File: src/rtl/masked_sbox_layer_pipe.sv
// masked_sbox_layer_pipe: NUM_SBOX parallel 3-share masked Q294 S-box stages
// (CF register + XOR_3 compression) in a valid/ready pipeline with optional output register.
module masked_sbox_layer_pipe #(
    parameter int NUM_SBOX = 16,
    parameter bit OUT_REG  = 1'b0
) (
    input  logic                     clk,
    input  logic                     rst_n,
    input  logic                     in_valid,
    output logic                     in_ready,
    input  logic [4*NUM_SBOX-1:0]    in_sh0,
    input  logic [4*NUM_SBOX-1:0]    in_sh1,
    input  logic [4*NUM_SBOX-1:0]    in_sh2,
    input  logic [16*NUM_SBOX-1:0]   rnd,
    input  logic                     rnd_valid,
    output logic                     rnd_take,
    output logic                     out_valid,
    input  logic                     out_ready,
    output logic [4*NUM_SBOX-1:0]    out_sh0,
    output logic [4*NUM_SBOX-1:0]    out_sh1,
    output logic [4*NUM_SBOX-1:0]    out_sh2,
    output logic                     busy
);
    localparam int W = 4 * NUM_SBOX;
    localparam int C = 18 * NUM_SBOX;
    localparam int P = 2 * NUM_SBOX;

    // Output bit i = lin ^ a*b (bit1: x1 ^ x3x2, bit0: x0 ^ (x3^x2)x1). Share j only sees
    // input shares j+1, j+2; the fresh bits in each group of three CFs XOR to zero.
    function automatic logic [17:0] cf_cells(input logic [3:0] s0, input logic [3:0] s1,
                                             input logic [3:0] s2, input logic [15:0] rr);
        logic [3:0]  x [3];
        logic [2:0]  a, b, l;
        logic [17:0] f;
        int          u, v;
        x[0] = s0;
        x[1] = s1;
        x[2] = s2;
        f = '0;
        a = '0;
        b = '0;
        l = '0;
        for (int i = 0; i < 2; i++) begin
            for (int s = 0; s < 3; s++) begin
                l[s] = x[s][i];
                a[s] = (i == 1) ? x[s][3] : x[s][3] ^ x[s][2];
                b[s] = (i == 1) ? x[s][2] : x[s][1];
            end
            for (int j = 0; j < 3; j++) begin
                u = (j + 1) % 3;
                v = (j + 2) % 3;
                f[9*i+3*j]   = l[u] ^ (a[u] & b[u]) ^ rr[6*i+j] ^ rr[6*i+(j+1)%3];
                f[9*i+3*j+1] = (a[u] & b[v]) ^ rr[6*i+3+j] ^ rr[6*i+3+(j+1)%3];
                f[9*i+3*j+2] = (a[v] & b[u]) ^
                               ((j == 2) ? rr[12+2*i] ^ rr[13+2*i] : rr[12+2*i+j]);
            end
        end
        return f;
    endfunction

    logic           v1_q, v1_d, adv1, xfer_in;
    logic [C-1:0]   cf_q, cf_d;
    logic [P-1:0]   pt_q [3];
    logic [P-1:0]   pt_d [3];
    logic [W-1:0]   in_sh [3];
    logic [W-1:0]   c_sh [3];

    assign in_sh[0] = in_sh0;
    assign in_sh[1] = in_sh1;
    assign in_sh[2] = in_sh2;
    assign in_ready = rst_n & rnd_valid & (~v1_q | adv1);
    assign xfer_in  = in_valid & in_ready;
    assign rnd_take = xfer_in;

    always_comb begin
        v1_d = xfer_in | (v1_q & ~adv1);
        cf_d = cf_q;
        for (int j = 0; j < 3; j++) begin
            pt_d[j] = pt_q[j];
            c_sh[j] = '0;
        end
        for (int k = 0; k < NUM_SBOX; k++) begin
            if (xfer_in) begin
                cf_d[18*k +: 18] = cf_cells(in_sh0[4*k +: 4], in_sh1[4*k +: 4], in_sh2[4*k +: 4],
                                            rnd[16*k +: 16]);
                for (int j = 0; j < 3; j++)
                    pt_d[j][2*k +: 2] = in_sh[(j+1)%3][4*k+2 +: 2];
            end
            for (int j = 0; j < 3; j++)
                c_sh[j][4*k +: 4] = {pt_q[j][2*k +: 2], ^cf_q[18*k+9+3*j +: 3], ^cf_q[18*k+3*j +: 3]};
        end
    end

    always_ff @(posedge clk or negedge rst_n) begin
        if (!rst_n) begin
            v1_q    <= 1'b0;
            cf_q    <= '0;
            pt_q[0] <= '0;
            pt_q[1] <= '0;
            pt_q[2] <= '0;
        end else begin
            v1_q    <= v1_d;
            cf_q    <= cf_d;
            pt_q[0] <= pt_d[0];
            pt_q[1] <= pt_d[1];
            pt_q[2] <= pt_d[2];
        end
    end

    if (OUT_REG) begin : g_out_reg
        logic           v2_q, v2_d;
        logic [W-1:0]   o_q [3];
        logic [W-1:0]   o_d [3];
        assign adv1 = v1_q & (~v2_q | out_ready);
        always_comb begin
            v2_d = adv1 | (v2_q & ~out_ready);
            for (int j = 0; j < 3; j++)
                o_d[j] = adv1 ? c_sh[j] : o_q[j];
        end
        always_ff @(posedge clk or negedge rst_n) begin
            if (!rst_n) begin
                v2_q   <= 1'b0;
                o_q[0] <= '0;
                o_q[1] <= '0;
                o_q[2] <= '0;
            end else begin
                v2_q   <= v2_d;
                o_q[0] <= o_d[0];
                o_q[1] <= o_d[1];
                o_q[2] <= o_d[2];
            end
        end
        assign out_valid = v2_q;
        assign busy      = v1_q | v2_q;
        assign out_sh0   = o_q[0];
        assign out_sh1   = o_q[1];
        assign out_sh2   = o_q[2];
    end else begin : g_comb_out
        assign adv1      = out_ready;
        assign out_valid = v1_q;
        assign busy      = v1_q;
        assign out_sh0   = c_sh[0];
        assign out_sh1   = c_sh[1];
        assign out_sh2   = c_sh[2];
    end
endmodule

File: config.mk
export PLATFORM = sky130hd
export DESIGN_NAME = masked_sbox_layer_pipe
export DESIGN_NICKNAME = d
export VERILOG_FILES = /design/src/rtl/masked_sbox_layer_pipe.sv
export SDC_FILE = /design/constraint.sdc
export NUM_CORES = 1
export LEC_CHECK = 0
export BUFFER_PORTS_ARGS = -buffer_cell sky130_fd_sc_hd__buf_4
export CAP_MARGIN = 20
export CORE_MARGIN = 4
export CORE_UTILIZATION = 30
export CTS_CLUSTER_DIAMETER = 200
export DETAILED_ROUTE_END_ITERATION = 8
export HOLD_SLACK_MARGIN = 0.05
export RECOVER_POWER = 25
export SLEW_MARGIN = 10
export SYNTH_ARGS = -nofsm -noshare
export SYNTH_HDL_FRONTEND = slang
export SYNTH_SLANG_ARGS = --single-unit
File: constraint.sdc
create_clock -name clk -period 1.7 [get_ports clk]
set_input_delay 0 -clock clk [delete_from_list [all_inputs] [get_ports clk]]
set_output_delay 0 -clock clk [all_outputs]
set_load 0.005 [all_outputs]
==> results.json <==
{
  "cp.arrival_ns": 2.14,
  "cp-startpoint": "in_sh2[43]",
  "clock_path_buffers": 3,
  "p_leak_uw": 0.01654,
  "antenna_found_initial": 1,
  "grt_usage": 0.1863,
  "grt_pass1_vias": 20900,
  "yosys_register_bits": 385,
  "multi_input_area_um2": 13350,
  "worstSetupPathType": "primary input to register",
  "stdcell_count": 4182,
  "area_growth_pct": 60.11,
  "regArea_um2": 9634,
  "max-vdd-ir-drop_mv": 0.7005,
  "grt_first_pass_wirelength_um": 119600,
  "grt-ovfl-total": 0,
  "ys_types": 15,
  "ys_top_cells_by_area": "dfrtp_1, xnor2_1, mux2_1, mux2_2, xor2_1",
  "place_inst": 3542,
  "dieArea_um2": 81270,
  "grt_max_degree": 87,
  "clock_skew_ns": 0.01563,
  "drc": 0,
  "period_share": 0.9987,
  "drt_iter0_drc": 603,
  "final_cell_mix": "buf_4, dlygate4sd3_1, xnor2_1",
  "rr_worst_depth": 6,
  "start_kind": "primary input",
  "outcome": "finished with violations",
  "violations": "negative hold slack",
  "num_rows": 101,
  "dp_hpwl_um": 59110,
  "antenna_left": 0,
  "ios": 649,
  "root_buffer": "clkbuf_16",
  "yosysWarnings": 0,
  "finalHoldViolations": 1,
  "synth_top_area_cell": "dfrtp_1",
  "wire_per_inst_um": 18.67,
  "drv_slew": 0,
  "max-cap-violations": 0,
  "cts.reportedPaths.clkPinSlew_ns": 0.05,
  "dieHeight_um": 285.1,
  "cts_tree": "built",
  "min_period_ns": 1.698,
  "synthCells": 1856,
  "design.core.area_um2": 76080,
  "hp-class": "primary input to register",
  "drtPass1Iterations": 4,
  "portBuffers": 648,
  "setup_violations": 0,
  "syn_area_per_cell_um2": 12.41,
  "holdPathStages": 4,
  "die_x_um": 285.1,
  "synth_fp_nets": 2357,
  "syn-cell-area_um2": 23030,
  "drive_above_1_share": 0.3116,
  "htreeDepth": 2,
  "vias_per_cell": 4.393,
  "fin_hold_ws_ns": -0.01414,
  "cp.required_ns": 2.14,
  "vias": 18370,
  "final_common_cell": "buf_4",
  "powerDensity_nw_per_um2": 1133,
  "fmax_mhz": 589.0,
  "relSlewSlack": 0.2590,
  "layout.nets": 3615,
  "initial_core_util": 0.3028,
  "tightest_slew_ns": 1.111,
  "drt_wl_total_um": 78090,
  "fillCellCount": 6726,
  "cts_sinks": 385,
  "hp-start": "rnd[181]",
  "cp-end-kind": "register",
  "r2r_start": "busy",
  "critPathMaxFanout": 4,
  "numCtsBuffers": 47,
  "clk_latency_ns": 0.56,
  "yosysSeqAreaShare": 0.4183,
  "synth.top_cell.area_share": 0.4183,
  "gp_congestion": 0.9412
}
==> worst paths after layout <==
kind | endpoint | slack, ns
setup / recovery | cf_q[182] | 0.002
hold / removal | cf_q[205] | -0.01
setup reg to reg | out_sh1[11] | 0.07
hold reg to reg | cf_q[28] | 0.50
max in group asynchronous | out_sh0[46] | 0.32
min in group asynchronous | cf_q[52] | 0.43
==> cells by family (layout without fill, tap and decap cells) <==
group                      after synthesis  count (layout)  synth area share
and+or+nand+nor                        244             244           0.04107
adders and majority gates               48              48           0.02608
buffers and inverters                   43            1338           0.01217
muxes                                  384             384            0.1877
other                                    0               1                 0
DFF                                    385             385            0.4183
xor gates and xnor gates               752             752            0.3146
==> power by group <==
part	total, uW	internal (uW)	switching, uW
Sequential	13700	11900	1810
Clock	10400	6340	4030
Combinational	17700	10600	7100
Total	41800	28800	12900
==> critical path, stage by stage <==
cell and delay [ns]:
dlygate4sd3_1 0.56, buf_4 0.16, ha_1 0.34, nand2_1 0.09
xnor2_1 0.12, dlygate4sd3_1 0.56, mux2_1 0.30
==> through the flow <==
stage               utilization  setup TNS, ns  power (uW)  worst slack [ns]  instance area, um^2
finish                   0.4847              0       41780          0.002146                36880
floorplan                     -              0       21320            0.1730                23030
CTS                      0.4822       -0.02755       42230          -0.02755                36680
detailed placement       0.3881        -0.6715       30080          -0.02396                29520
global route             0.4847      -0.001236       44210         -0.001236                36880
global placement         0.3881              0       29750           0.02086                29520
==> cells in the mapped netlist (all sizes together) <==
library cell	n
and3	1
buf	42
dfrtp	385
ha	48
inv	1
mux2	384
nand2	241
nand2b	1
nand4	1
xnor2	480
xnor3	48
xor2	224
==> flip-flops by register name, summed over array words and instances (netlist names) <==
| signal | count |
|---|---|
| busy | 1 |
| cf_q | 288 |
| out_sh0 | 32 |
| out_sh1 | 32 |
| out_sh2 | 32 |
==> timing repair <==
| action | 4_1_cts | 5_1_grt |
|---|---|---|
| gates cloned | 0 | 1 |
| resized for setup | 5 | 22 |
| pin swaps | 1 | 0 |
| hold buffers | 552 | 0 |
| endpoints found under the hold margin | 770 | 0 |
| endpoints found under the setup margin | 163 | 57 |
| setup buffers | 1 | 1 |
==> metal layers <==
layer | track usage | vias up | routed length, um | part of all wire
met5 | 0 | - | 0 | 0
met1 | 0.2175 | 9005 | 30900 | 0.40
met3 | 0.04325 | 142 | 5146 | 0.066
li1 | - | 8629 | - | -
met4 | 0.06601 | 0 | 2964 | 0.038
met2 | 0.3344 | 595 | 39070 | 0.50
==> cell type report <==
type | instances | share of cell area
flip-flops and latches | 385 | 0.2613
multi-input cells | 1428 | 0.3620
clock buffers | 68 | 0.03817
well taps | 1030 | 0.03495
clock inverters | 18 | 0.005497
diodes | 1 | 0.00006786
repair buffers | 1251 | 0.2977
inverters | 1 | 0.0003054
Power figures use the tool's default switching activity.
